$ cat config.mk
export PLATFORM = sky130hd
export DESIGN_NAME = sad_block_accumulator
export DESIGN_NICKNAME = d
export VERILOG_FILES = /design/src/rtl/sad_pkg.sv /design/src/rtl/sad_absdiff_lane.sv /design/src/rtl/sad_block_accumulator.sv
export SDC_FILE = /design/constraint.sdc
export NUM_CORES = 1
export LEC_CHECK = 0
export ABC_CLOCK_PERIOD_IN_PS = 5580
export BUFFER_PORTS_ARGS = -buffer_cell sky130_fd_sc_hd__buf_4
export CAP_MARGIN = 20
export CORE_MARGIN = 5
export CORE_UTILIZATION = 54
export CTS_BUF_LIST = sky130_fd_sc_hd__clkbuf_4 sky130_fd_sc_hd__clkbuf_8 sky130_fd_sc_hd__clkbuf_16
export DETAILED_ROUTE_END_ITERATION = 10
export PLACE_DENSITY = 0.78
export SYNTH_ARGS = -nofsm -noshare
export SYNTH_HDL_FRONTEND = slang
export SYNTH_HIERARCHICAL = 1
export SYNTH_SLANG_ARGS = --single-unit
$ cat constraint.sdc
create_clock -name Clk -period 5.58 [get_ports Clk]
set_clock_uncertainty 0.05 [all_clocks]
set_input_delay 1.116 -clock Clk [delete_from_list [all_inputs] [get_ports Clk]]
set_output_delay 1.116 -clock Clk [all_outputs]
set_load 0.02 [all_outputs]
$ cat src/rtl/sad_pkg.sv
// sad_pkg: shared definitions for the SAD block accumulator.
//   - default widths for pixel, lane count and SAD result
//   - lane_sum_w(): width of a per-beat lane sum
//   - beat_tag_t: first/last-of-block marker carried through stage 1
//   - sad_state_t: accumulator control states
package sad_pkg;

    localparam int unsigned PIXEL_W_DEF = 8;
    localparam int unsigned LANES_DEF   = 4;
    localparam int unsigned SAD_W_DEF   = 32;

    function automatic int unsigned lane_sum_w(input int unsigned pixel_w,
                                               input int unsigned lanes);
        return pixel_w + $clog2(lanes);
    endfunction

    typedef struct packed {
        logic first;
        logic last;
    } beat_tag_t;

    typedef enum logic [1:0] {
        ST_IDLE,
        ST_ACCUM,
        ST_HOLD
    } sad_state_t;

endpackage

$ cat src/rtl/sad_absdiff_lane.sv
// sad_absdiff_lane: combinational unsigned absolute difference of one lane.
//   a, b  : unsigned pixels
//   diff  : |a - b|
module sad_absdiff_lane #(
    parameter int unsigned PIXEL_W = 8
) (
    input  logic [PIXEL_W-1:0] a,
    input  logic [PIXEL_W-1:0] b,
    output logic [PIXEL_W-1:0] diff
);

    assign diff = (a >= b) ? (a - b) : (b - a);

endmodule

$ cat src/rtl/sad_block_accumulator.sv
// sad_block_accumulator: streams current/candidate pixel beats, accumulates
// one SAD per candidate block and tags it with the candidate coordinates.
//   Clk, Rst          : clock, synchronous active-high reset
//   frame_start       : restart candidate scan at (0,0)
//   in_valid/in_ready : pixel beat handshake (cur_pix, ref_pix, lane 0 in LSBs)
//   sad_valid/sad_ready : result handshake
//   sadAdderFinal, cand_row, cand_col, sad_last : result and its candidate
module sad_block_accumulator
    import sad_pkg::*;
#(
    parameter int unsigned PIXEL_W   = PIXEL_W_DEF,
    parameter int unsigned LANES     = LANES_DEF,
    parameter int unsigned BLOCK_PIX = 16,
    parameter int unsigned SEARCH_W  = 8,
    parameter int unsigned SEARCH_H  = 8,
    parameter int unsigned SAD_W     = SAD_W_DEF,
    localparam int unsigned ROW_W    = (SEARCH_H > 1) ? $clog2(SEARCH_H) : 1,
    localparam int unsigned COL_W    = (SEARCH_W > 1) ? $clog2(SEARCH_W) : 1
) (
    input  logic                     Clk,
    input  logic                     Rst,
    input  logic                     frame_start,
    input  logic                     in_valid,
    output logic                     in_ready,
    input  logic [LANES*PIXEL_W-1:0] cur_pix,
    input  logic [LANES*PIXEL_W-1:0] ref_pix,
    output logic                     sad_valid,
    input  logic                     sad_ready,
    output logic [SAD_W-1:0]         sadAdderFinal,
    output logic [ROW_W-1:0]         cand_row,
    output logic [COL_W-1:0]         cand_col,
    output logic                     sad_last
);

    localparam int unsigned LSUM_W = lane_sum_w(PIXEL_W, LANES);
    localparam int unsigned BEATS  = BLOCK_PIX / LANES;
    localparam int unsigned BEAT_W = (BEATS > 1) ? $clog2(BEATS) : 1;

    localparam logic [63:0] SAD_NEED = 64'(BLOCK_PIX) * ((64'd1 << PIXEL_W) - 64'd1);
    localparam logic [63:0] SAD_CAP  = (SAD_W >= 64) ? '1 : ((64'd1 << SAD_W) - 64'd1);

    if (BLOCK_PIX % LANES != 0) begin : g_chk_lanes
        $error("BLOCK_PIX must be a multiple of LANES");
    end
    if (SAD_NEED > SAD_CAP) begin : g_chk_sad_w
        $error("SAD_W too narrow for BLOCK_PIX*(2^PIXEL_W-1)");
    end

    // Stage 1 combinational: per-lane |cur-ref| and lane sum
    logic [PIXEL_W-1:0] diff [LANES];
    logic [LSUM_W-1:0]  lane_sum;

    for (genvar g = 0; g < LANES; g++) begin : g_lane
        sad_absdiff_lane #(.PIXEL_W(PIXEL_W)) u_lane (
            .a    (cur_pix[g*PIXEL_W +: PIXEL_W]),
            .b    (ref_pix[g*PIXEL_W +: PIXEL_W]),
            .diff (diff[g])
        );
    end

    always_comb begin
        lane_sum = '0;
        for (int unsigned i = 0; i < LANES; i++) begin
            lane_sum = lane_sum + LSUM_W'(diff[i]);
        end
    end

    // Control
    sad_state_t         state, state_d;
    logic               stall, accept, consume, wr;
    logic [BEAT_W-1:0]  beat_cnt, beat_cnt_d, beat_base;
    beat_tag_t          in_tag;
    logic               s1_valid, s1_valid_d;
    logic [LSUM_W-1:0]  s1_sum;
    beat_tag_t          s1_tag;
    logic [SAD_W-1:0]   acc, sum_ext, blk_sum;
    logic [ROW_W-1:0]   row_cnt;
    logic [COL_W-1:0]   col_cnt;

    assign sad_valid = (state == ST_HOLD);
    assign stall     = sad_valid && !sad_ready;
    assign in_ready  = !stall && !Rst;
    assign accept    = in_valid && in_ready;

    // A beat accepted with frame_start is beat 0 of the new scan
    assign beat_base    = frame_start ? '0 : beat_cnt;
    assign in_tag.first = (beat_base == '0);
    assign in_tag.last  = (beat_base == BEAT_W'(BEATS - 1));

    // frame_start throws away whatever stage 1 holds
    assign consume = s1_valid && !stall && !frame_start;
    assign wr      = consume && s1_tag.last;
    assign sum_ext = SAD_W'(s1_sum);
    assign blk_sum = s1_tag.first ? sum_ext : (acc + sum_ext);

    always_comb begin
        state_d    = state;
        beat_cnt_d = beat_cnt;
        s1_valid_d = s1_valid;
        if (frame_start) beat_cnt_d = '0;
        if (accept) beat_cnt_d = in_tag.last ? '0 : (beat_base + BEAT_W'(1));
        if (!stall || frame_start) s1_valid_d = accept;
        // HOLD wins while a result is present; otherwise ACCUM whenever
        // any beat of an unfinished block is counted or in flight
        if (wr || stall)
            state_d = ST_HOLD;
        else if ((beat_cnt_d != '0) || s1_valid_d)
            state_d = ST_ACCUM;
        else
            state_d = ST_IDLE;
    end

    always_ff @(posedge Clk) begin
        if (Rst) begin
            state    <= ST_IDLE;
            beat_cnt <= '0;
            s1_valid <= 1'b0;
            s1_sum   <= '0;
            s1_tag   <= '0;
        end else begin
            state    <= state_d;
            beat_cnt <= beat_cnt_d;
            s1_valid <= s1_valid_d;
            if (accept) begin
                s1_sum <= lane_sum;
                s1_tag <= in_tag;
            end
        end
    end

    // Stage 2: accumulator, output register, candidate counters
    always_ff @(posedge Clk) begin
        if (Rst) begin
            acc           <= '0;
            sadAdderFinal <= '0;
            cand_row      <= '0;
            cand_col      <= '0;
            sad_last      <= 1'b0;
            row_cnt       <= '0;
            col_cnt       <= '0;
        end else if (frame_start) begin
            acc     <= '0;
            row_cnt <= '0;
            col_cnt <= '0;
        end else if (consume) begin
            acc <= blk_sum;
            if (wr) begin
                sadAdderFinal <= blk_sum;
                cand_row      <= row_cnt;
                cand_col      <= col_cnt;
                sad_last      <= (row_cnt == ROW_W'(SEARCH_H - 1)) &&
                                 (col_cnt == COL_W'(SEARCH_W - 1));
                if (col_cnt == COL_W'(SEARCH_W - 1)) begin
                    col_cnt <= '0;
                    if (row_cnt == ROW_W'(SEARCH_H - 1))
                        row_cnt <= '0;
                    else
                        row_cnt <= row_cnt + ROW_W'(1);
                end else begin
                    col_cnt <= col_cnt + COL_W'(1);
                end
            end
        end
    end

endmodule

==> results.yml, run 1 <==
finish:
  utilization: 0.631
  nets: 1262
  area_delta_synth_final_pct: 15.8
  diodes: 0
  drive_gt1_frac: 0.172
worst_setup_path:
  crit_path_start_kind: "input port"
  end_kind: "flop"
  critPathKind: "in -> reg"
  path_cells: "buf_4 -> inv_1 -> ha_1 -> a21o_1 -> a21o_1 -> a221oi_4 -> mux2i_1 -> xor2_1 -> inv_1 -> fa_1 -> fa_1 -> inv_1 -> fa_1 -> a21o_1 -> a21oi_1 -> o21ai_0 -> a21o_1 -> a21oi_1 -> o21ai_0"
  cp_slowest_stage_delay_ns: 0.51
  cp.required_ns: 5.74
  crit_buf_inv: 4
  crit_path_top_delay_cell: "fa_1"
  critPathTopFamily: "adder cells"
  crit_fanout: 3
  cpMostUsedCell: "a21o_1"
  worstPathArrival_ns: 5.37
synthesis:
  netlist_area_mm2: 0.00822
  yosysSeqAreaShare: 0.229
  syn_nets: 1175
  synth_cell_types: 63
  synth-xor-area-share: 0.0629
  synth-seq-cells: 94
  synth_edf_count: 0
  yosysMostFrequentCell: "inv_1"
  synth_top_area_share: 0.229
  synthMuxAreaShare: 0.0463
  synth_compound_area_frac: 0.221
  synthCells: 996
  synth_ff_type: "dfxtp_1"
  synth_top_area_cell: "dfxtp_1"
  ys_top_cells_by_area: "dfxtp_1 (23%), ha_1 (13%), fa_1 (6.1%)"
  synth_top_family_by_area: "compound AO/OA/AOI/OAI gates"
  synth_commonest_cells: "inv_1 (116), nand2_1 (115), dfxtp_1 (94), ha_1 (85), a21oi_1 (74)"
  synthSimpleGateAreaFrac: 0.169
  synth.avg_cell_area_um2: 8.25
  async_flop_share: 0
  yosys_warnings: 6
  synth_adder_area_share: 0.190
timing:
  fin_crit_ns: 5.20
  max_clock_freq_ghz: 0.192
  tns_ns: 0
  hold_viol: 0
  final-max-slew-violation-count: 0
  rsz0062_at_grt: "false"
  setup_viol: 0
  worst_pin_slew_ns: 0.972
  min_period_over_period: 0.932
  relSlewSlack: 0.350
min_path:
  hold_class: "reg -> reg"
route:
  drtIter0Drc: 401
  drt-total-wl_um: 18500
  vias: 7073
  post_drt_wl_per_cell_um: 14.5
  dr.pass1.iters: 5
  viasPerCell: 5.55
  ant_nets: 0
  drc: 0
grt:
  grt_pass1_wl_um: 31300
  use_met1: 0.250
  grt_use_met2: 0.382
  overflow: 0
  grt_max_degree: 52
  gr-usage-met3: 0.0272
  grtUsageTotal: 0.205
  busiest_layer: "met2"
  antenna_found_initial: 0
  first_global_vias: 6941
floorplan:
  die_x_um: 133
  io_pins: 110
  die-area_mm2: 0.0178
  fp.coreArea_mm2: 0.0151
  die_y_um: 133
  core.rowCount: 45
  start_util: 0.545
clock_tree:
  cts_tree: "built"
  cts_buffers: 9
  post-cts-setup-buffers: 0
  cts_root_buf: "clkbuf_16"
  post_cts_resized: 0
  cts_hold_buf: 0
  cts_max_level: 3
  clock_path_buffers: 2
  clk_pin_slew_worst_paths_ns: 0.06
  insertion_delay_ns: 0.35
  cts.sinks: 94
power:
  ir_worst_vdd_mv: 0.210
  p_leak_nw: 4.35
  cellPowerDensity_mw_per_mm2: 292
placement:
  place_congestion: 0.870
  dp_hpwl_um: 14400
  portBuffers: 109
run_status:
  status: "completed"
run:
  drv_cap: 0
==> cell families (layout without fill, tap and decap cells) <==
group | count (synthesis) | in the layout
flip-flops | 94 | 94
multiplexers | 38 | 38
AND/OR/NAND/NOR | 271 | 271
AO/OA/AOI/OAI | 254 | 254
adder cells (fa/ha/maj) | 110 | 110
buffers and inverters | 170 | 261
XOR/XNOR | 59 | 59
==> cell type report <==
class,instances,area [µm²]
inverters,116,435
fillers,1320,5570
well taps,188,235
flip-flops and latches,94,1880
repair buffers,130,980
clock inverters,6,96.3
multi-input cells,732,5660
clock buffers,9,225
==> cell usage in the layout (no fill, tap or decap), types with 8 or more instances in the layout <==
| cell | instances |
|---|---|
| a211oi_1 | 23 |
| a21o_1 | 22 |
| a21o_2 | 12 |
| a21oi_1 | 74 |
| a31oi_1 | 29 |
| buf_4 | 129 |
| clkbuf_16 | 9 |
| dfxtp_1 | 94 |
| fa_1 | 25 |
| ha_1 | 85 |
| inv_1 | 116 |
| mux2i_1 | 38 |
| nand2_1 | 115 |
| nand3_1 | 21 |
| nand3b_1 | 21 |
| nand4_1 | 9 |
| nor2_1 | 36 |
| nor2b_1 | 8 |
| nor3_1 | 20 |
| o211ai_1 | 9 |
| o21ai_0 | 28 |
| o21ai_1 | 16 |
| or3b_1 | 8 |
| xnor2_1 | 37 |
| xor2_1 | 22 |
==> power breakdown <==
part	total (mW)	internal, mW	switching, mW
Combinational	1.39	0.629	0.757
Clock	0.663	0.395	0.269
Sequential	0.726	0.702	0.0241
Total	2.78	1.73	1.05
==> layer usage <==
layer | vias to the layer above | share of wire
li1 | 3627 | -
met1 | 3282 | 0.44
met2 | 141 | 0.51
met3 | 23 | 0.034
met4 | 0 | 0.014
met5 | - | 0
==> final timing paths <==
kind | start | endpoint | slack, ns | depth (start not counted)
min | sadAdderFinal[31] | sadAdderFinal[31] | 0.39 | 2
max reg2reg | s1_sum[0] | sadAdderFinal[24] | 2.77 | 9
min reg2reg | sadAdderFinal[31] | sadAdderFinal[31] | 0.39 | 2
max | cur_pix[29] | s1_sum[9] | 0.38 | 19
==> through the flow <==
step	power, mW	worst slack (ns)	hold slack (ns)	std cells	area, µm²
after detailed placement	2.13	0.0363	0.388	1259	9190
final	2.78	0.377	0.392	1275	9520
after CTS	2.79	0.395	0.396	1274	9510
after floorplan	1.80	0.127	0.398	996	8220
after global placement	2.06	0.142	0.382	1259	9190
after global routing	3.01	0.136	0.414	1275	9520
==> flip-flops by register name (all words and copies together) (netlist names) <==
register,cells
state,2
sadAdderFinal,32
acc,32
row_cnt,3
col_cnt,3
s1_tag,2
s1_valid,1
s1_sum,10
beat_cnt,2
cand_col,3
cand_row,3
sad_last,1
==> worst min-delay path: stages, from the launching register on <==
cell and delay [ns]:
dfxtp_1 0.31, nand2_1 0.05, o21ai_1 0.05
Power figures use the tool's default switching activity.
==> run 2, diff against run 1 <==
Settings changed: CORE_MARGIN 5 to 1.5, PLACE_DENSITY 0.78 to 0.79, SYNTH_HIERARCHICAL 1 to unset.
==> run 2 against run 1 <==
First-iteration DRC count is 30% higher. Sequential power decreased by 0.7%. Largest cell class unchanged. Highest routed layer unchanged. Critical endpoint is now s1_sum[8]. Register-to-register slack about the same. Non-clock buffer count down 4. Synthesized area is 1.4% lower.
==> results.yml, run 2 <==
timing:
  hold_viol: 0
  min_period_over_period: 0.938
  setup_viol: 0
  rsz0062_at_grt: "false"
  tns_ns: 0
  relSlewSlack: 0.354
  final-max-slew-violation-count: 0
  max_clock_freq_ghz: 0.191
  holdWs_ns: 0.392
  fin_crit_ns: 5.23
  worst_pin_slew_ns: 0.968
synthesis:
  yosys_warnings: 0
  synthSimpleGateAreaFrac: 0.179
  yosysMostFrequentCell: "inv_1"
  synth_cell_types: 65
  synth_top_area_share: 0.232
  synthCells: 1009
  synth_ff_type: "dfxtp_1"
  synth.avg_cell_area_um2: 8.03
  synth-seq-cells: 94
  synthMuxAreaShare: 0.0514
  synth_commonest_cells: "inv_1 (113), dfxtp_1 (94), nand2_1 (88), ha_1 (85), a21oi_1 (83)"
  synth-xor-area-share: 0.0605
  synth_top_area_cell: "dfxtp_1"
  async_flop_share: 0
  syn_nets: 1188
  netlist_area_mm2: 0.00810
  synth_edf_count: 0
  yosysSeqAreaShare: 0.232
  synth_top_family_by_area: "compound AO/OA/AOI/OAI gates"
  synth_adder_area_share: 0.193
  synth_compound_area_frac: 0.196
  ys_top_cells_by_area: "dfxtp_1 (23%), ha_1 (13%), fa_1 (6.2%)"
placement:
  dp_hpwl_um: 13500
  portBuffers: 109
  place_congestion: 0.884
route:
  vias: 7185
  drc: 0
  viasPerCell: 5.65
  drt-total-wl_um: 17800
  drtIter0Drc: 520
  post_drt_wl_per_cell_um: 14.0
  ant_nets: 0
  dr.pass1.iters: 5
worst_setup_path:
  crit_fanout: 3
  critPathCapture: "s1_sum[8]"
  path_cells: "buf_4 -> inv_1 -> ha_1 -> inv_1 -> fa_1 -> a21o_1 -> a21oi_1 -> a31oi_1 -> a211o_1 -> mux2i_1 -> xnor2_1 -> fa_1 -> inv_1 -> fa_1 -> inv_1 -> ha_1 -> a21o_1 -> a21oi_1 -> o21ai_0 -> a31oi_1 -> xor2_1 -> o21ai_0"
  reg2reg_depth: 7
  cp.required_ns: 5.75
  worstPathArrival_ns: 5.40
  critPathKind: "in -> reg"
  timing.rr.end: "acc[11]"
  rrSetupSlack_ns: 2.78
  cpMostUsedCell: "inv_1"
  end_kind: "flop"
  crit_path_top_delay_cell: "fa_1"
  cp_slowest_stage_delay_ns: 0.59
  rr_startpoint: "s1_sum[4]"
  critPathLaunch: "cur_pix[8]"
  crit_path_start_kind: "input port"
finish:
  diodes: 0
  utilization: 0.640
  drive_gt1_frac: 0.149
  nets: 1263
  seq_area_mm2: 0.00188
  multi_input_area_mm2: 0.00551
  num-fill-cells: 1288
  final_common_cell: "buf_4"
  mostFrequentLayoutCells: "buf_4 (125), inv_1 (113), dfxtp_1 (94)"
  top_regs: "acc: 32 flops, sadAdderFinal: 32 flops, s1_sum: 10 flops"
  area_delta_synth_final_pct: 15.1
run:
  drv_cap: 0
min_path:
  hold_class: "reg -> reg"
  min_from: "sadAdderFinal[27]"
floorplan:
  start_util: 0.555
  io_pins: 110
  die_y_um: 126
  die-area_mm2: 0.0158
  core.rowCount: 44
  fp.coreArea_mm2: 0.0146
  die_x_um: 126
clock_tree:
  clk_pin_slew_worst_paths_ns: 0.06
  post_cts_resized: 0
  cts_tree: "built"
  cts.sinks: 94
  cts_max_level: 3
  cts_root_buf: "clkbuf_16"
  post-cts-setup-buffers: 0
  cts_hold_buf: 0
  cts_buffers: 9
  clock_path_buffers: 2
  insertion_delay_ns: 0.35
grt:
  grt_pass1_wl_um: 30700
  overflow: 0
  grtUsageTotal: 0.228
  first_global_vias: 6748
  antenna_found_initial: 0
  grt_max_degree: 40
power:
  p_total_mw: 2.75
  p_leak_nw: 4.28
  cellPowerDensity_mw_per_mm2: 295
  ir_worst_vdd_mv: 0.248
run_status:
  status: "completed"
run 2: cell types whose count changed after synthesis, moves of 12 or more:
cell / previous run / this run
a21o_2: 12 / 0
a31oi_1: 29 / 12
nand2_1: 115 / 88
nand3_1: 21 / 39
nor2_1: 36 / 57
o21ai_0: 28 / 52
o21ai_1: 16 / 2
run 2: worst min-delay path by stage:
stage	to	depth (start not counted)
2_1_floorplan	cand_col[1]	2
3_3_place_gp	sadAdderFinal[27]	2
3_5_place_dp	sadAdderFinal[27]	2
4_1_cts	sadAdderFinal[27]	2
5_1_grt	sadAdderFinal[29]	2
6_report	sadAdderFinal[27]	2
run 2: critical path, delay by kind of cell:
family | cells | cell delay [ns]
buffers and inverters | 5 | 0.34
AOI/OAI and AO/OA | 9 | 1.59
xor gates and xnor gates | 2 | 0.26
muxes | 1 | 0.19
adders and majority gates | 5 | 1.90
run 2: final cells by class:
| class | instances | share of cell area |
|---|---|---|
| clock buffers | 12 | 0.0279 |
| flip-flops and latches | 94 | 0.202 |
| repair buffers | 126 | 0.102 |
| well taps | 184 | 0.0247 |
| clock inverters | 3 | 0.00724 |
| multi-input cells | 740 | 0.591 |
| inverters | 113 | 0.0455 |
run 2: stage by stage:
stage | setup slack (ns) | area [µm²] | std cells
6_report | 0.346 | 9330 | 1272
5_1_grt | 0.00164 | 9330 | 1272
4_1_cts | 0.362 | 9320 | 1271
3_5_place_dp | -0.00766 | 8990 | 1256
3_3_place_gp | 0.0998 | 8990 | 1256
2_1_floorplan | 0.204 | 8100 | 1009
run 2: cells by family (layout without fill, tap and decap cells):
group / Yosys count / after routing
buffers and inverters: 175 / 254
xor gates and xnor gates: 56 / 56
DFF: 94 / 94
and+or+nand+nor: 289 / 289
muxes: 41 / 41
adders and majority gates: 110 / 110
AOI/OAI and AO/OA: 244 / 244
run 2: report_power, final:
part	leakage, nW	switching (mW)	internal, mW
clock network	0.158	0.262	0.420
logic	3.36	0.727	0.620
registers	0.760	0.0196	0.701
run 2: layer usage:
metal,up-vias,global-route usage,share of wire
li1,3647,-,-
met1,3328,0.301,0.46
met2,194,0.402,0.48
met3,16,0.0167,0.044
met4,0,0.0642,0.013
met5,-,0,0
==> run 3, diff against run 2 <==
Settings changed: CELL_PAD_IN_SITES_DETAIL_PLACEMENT set to 1, CELL_PAD_IN_SITES_GLOBAL_PLACEMENT set to 2, CORE_UTILIZATION 54 to 32, PLACE_DENSITY 0.79 to unset, PLACE_DENSITY_LB_ADDON set to 0.1.
==> run 3 against run 2 <==
Via count shrank 0.25%. Cell count grew 13%. Sequential power is essentially flat. Non-clock buffer count grew 14. Global-route usage shrank 5.6 points. Die area grew 67%. Utilization shrank 26 points. Critical path depth grew 1. Sequential cell count is the same. Clock power shrank 5.3%. Critical path type unchanged. Largest cell class unchanged.
==> results.yml, run 3 (synthesized netlist as in run 2, its figures left out) <==
run_status:
  status: "completed"
run:
  drv_cap: 0
route:
  drtIter0Drc: 227
  drc: 0
  viasPerCell: 5.00
  vias: 7167
  drt-total-wl_um: 22200
  ant_nets: 0
  post_drt_wl_per_cell_um: 15.5
  dr.pass1.iters: 4
grt:
  first_global_vias: 7278
  grt_max_degree: 40
  antenna_found_initial: 0
  grtUsageTotal: 0.172
  grt_pass1_wl_um: 36900
  overflow: 0
timing:
  final-max-slew-violation-count: 0
  worst_pin_slew_ns: 0.911
  relSlewSlack: 0.392
  setup_ws_ns: 0.363
  min_period_over_period: 0.935
  fin_crit_ns: 5.22
  setup_viol: 0
  hold_viol: 0
  max_clock_freq_ghz: 0.192
  rsz0062_at_grt: "false"
floorplan:
  die_x_um: 162
  start_util: 0.324
  die_y_um: 162
  die-area_mm2: 0.0263
  core.rowCount: 58
  fp.coreArea_mm2: 0.0250
  io_pins: 110
placement:
  dp_hpwl_um: 17400
  place_congestion: 0.808
  placed_cells: 1417
  place_ws_ns: -0.0353
  portBuffers: 109
  placed_area_mm2: 0.00928
worst_setup_path:
  cp.required_ns: 5.74
  critPathKind: "in -> reg"
  path_cells: "buf_4 -> inv_1 -> ha_1 -> inv_1 -> fa_1 -> a21o_1 -> a21oi_1 -> a31oi_1 -> a211o_1 -> buf_4 -> mux2i_1 -> fa_1 -> fa_1 -> inv_1 -> ha_1 -> inv_1 -> fa_1 -> inv_1 -> a21oi_1 -> o21bai_1 -> a31o_2 -> xnor2_1 -> o21ai_0"
  cp_slowest_stage_delay_ns: 0.49
  worstPathArrival_ns: 5.38
  crit_path_top_delay_cell: "fa_1"
  rr_startpoint: "s1_sum[4]"
  critPathTopFamily: "adder cells"
  crit_fanout: 3
  crit_buf_inv: 7
  end_kind: "flop"
  crit_path_start_kind: "input port"
  timing.rr.end: "acc[11]"
  cpMostUsedCell: "inv_1"
  reg2reg_depth: 7
  rrSetupSlack_ns: 2.71
finish:
  final_cells: 1432
  top_regs: "acc: 32 flops, sadAdderFinal: 32 flops, s1_sum: 10 flops"
  nets: 1277
  final_common_cell: "buf_4"
  diodes: 0
  utilization: 0.383
  fin_area_mm2: 0.00959
  area_delta_synth_final_pct: 18.4
  mostFrequentLayoutCells: "buf_4 (140), inv_1 (113), dfxtp_1 (94)"
  drive_gt1_frac: 0.160
power:
  ir_worst_vdd_mv: 0.169
  p_leak_nw: 4.33
  cellPowerDensity_mw_per_mm2: 293
clock_tree:
  cts_max_level: 3
  cts.sinks: 94
  insertion_delay_ns: 0.35
  clock_path_buffers: 2
  cts_tree: "built"
  clk_pin_slew_worst_paths_ns: 0.08
  post-cts-setup-buffers: 0
  cts_buffers: 9
  cts_root_buf: "clkbuf_16"
min_path:
  min_path_cells: 2
  hold_class: "reg -> reg"
  whs_endpoint: "sadAdderFinal[29]"
  min_from: "sadAdderFinal[29]"
==> run 3: power breakdown <==
group          internal, mW  switching (mW)
logic                 0.673           0.768
clock network         0.372           0.273
registers             0.701          0.0212
total                  1.75            1.06
==> run 3: how the worst max path moves through the flow <==
stage	cells after the start	slack [ns]	to	start
finish	23	0.36	s1_sum[7]	cur_pix[8]
global route	23	0.005	s1_sum[7]	cur_pix[8]
CTS	23	0.33	s1_sum[7]	cur_pix[8]
detailed placement	23	-0.04	s1_sum[7]	cur_pix[8]
global placement	22	0.06	s1_sum[8]	cur_pix[8]
floorplan	20	0.20	s1_sum[8]	cur_pix[0]
==> run 3: per-layer routing <==
metal | vias to the layer above | part of all wire | track usage
li1 | 3662 | - | -
met1 | 3411 | 0.48 | 0.224
met2 | 84 | 0.49 | 0.307
met3 | 10 | 0.021 | 0.0204
met4 | 0 | 0.0084 | 0.0325
met5 | - | 0 | 0
==> run 3: cell type report <==
| type | count | area, µm² |
|---|---|---|
| inverter | 113 | 424 |
| sequential | 94 | 1880 |
| fill | 3052 | 15400 |
| clock buffer | 11 | 253 |
| multi-input combinational | 740 | 5520 |
| timing repair buffer | 140 | 1050 |
| clock inverter | 4 | 55.1 |
| tap | 330 | 413 |
==> run 3: metrics by stage <==
stage               hold slack [ns]  TNS [ns]  power [mW]
floorplan                     0.399         0        1.78
global placement              0.387         0        2.17
detailed placement            0.397   -0.0619        2.20
CTS                           0.408         0        2.86
global route                  0.424         0        3.09
finish                        0.399         0        2.81
==> run 3: repair_timing <==
item | 4_1_cts | 5_1_grt
resized for setup | 0 | 1
endpoints found under the setup margin | 0 | 1
hold buffers | 0 | 0
==> run 3: worst reg2reg max path, stage by stage, from the launching register on <==
cell	delay (ns)
dfxtp_1	0.34
ha_1	0.37
a21o_1	0.20
a31o_2	0.25
o211ai_2	0.65
a21boi_0	0.34
or4b_1	0.55
nand3_1	0.07
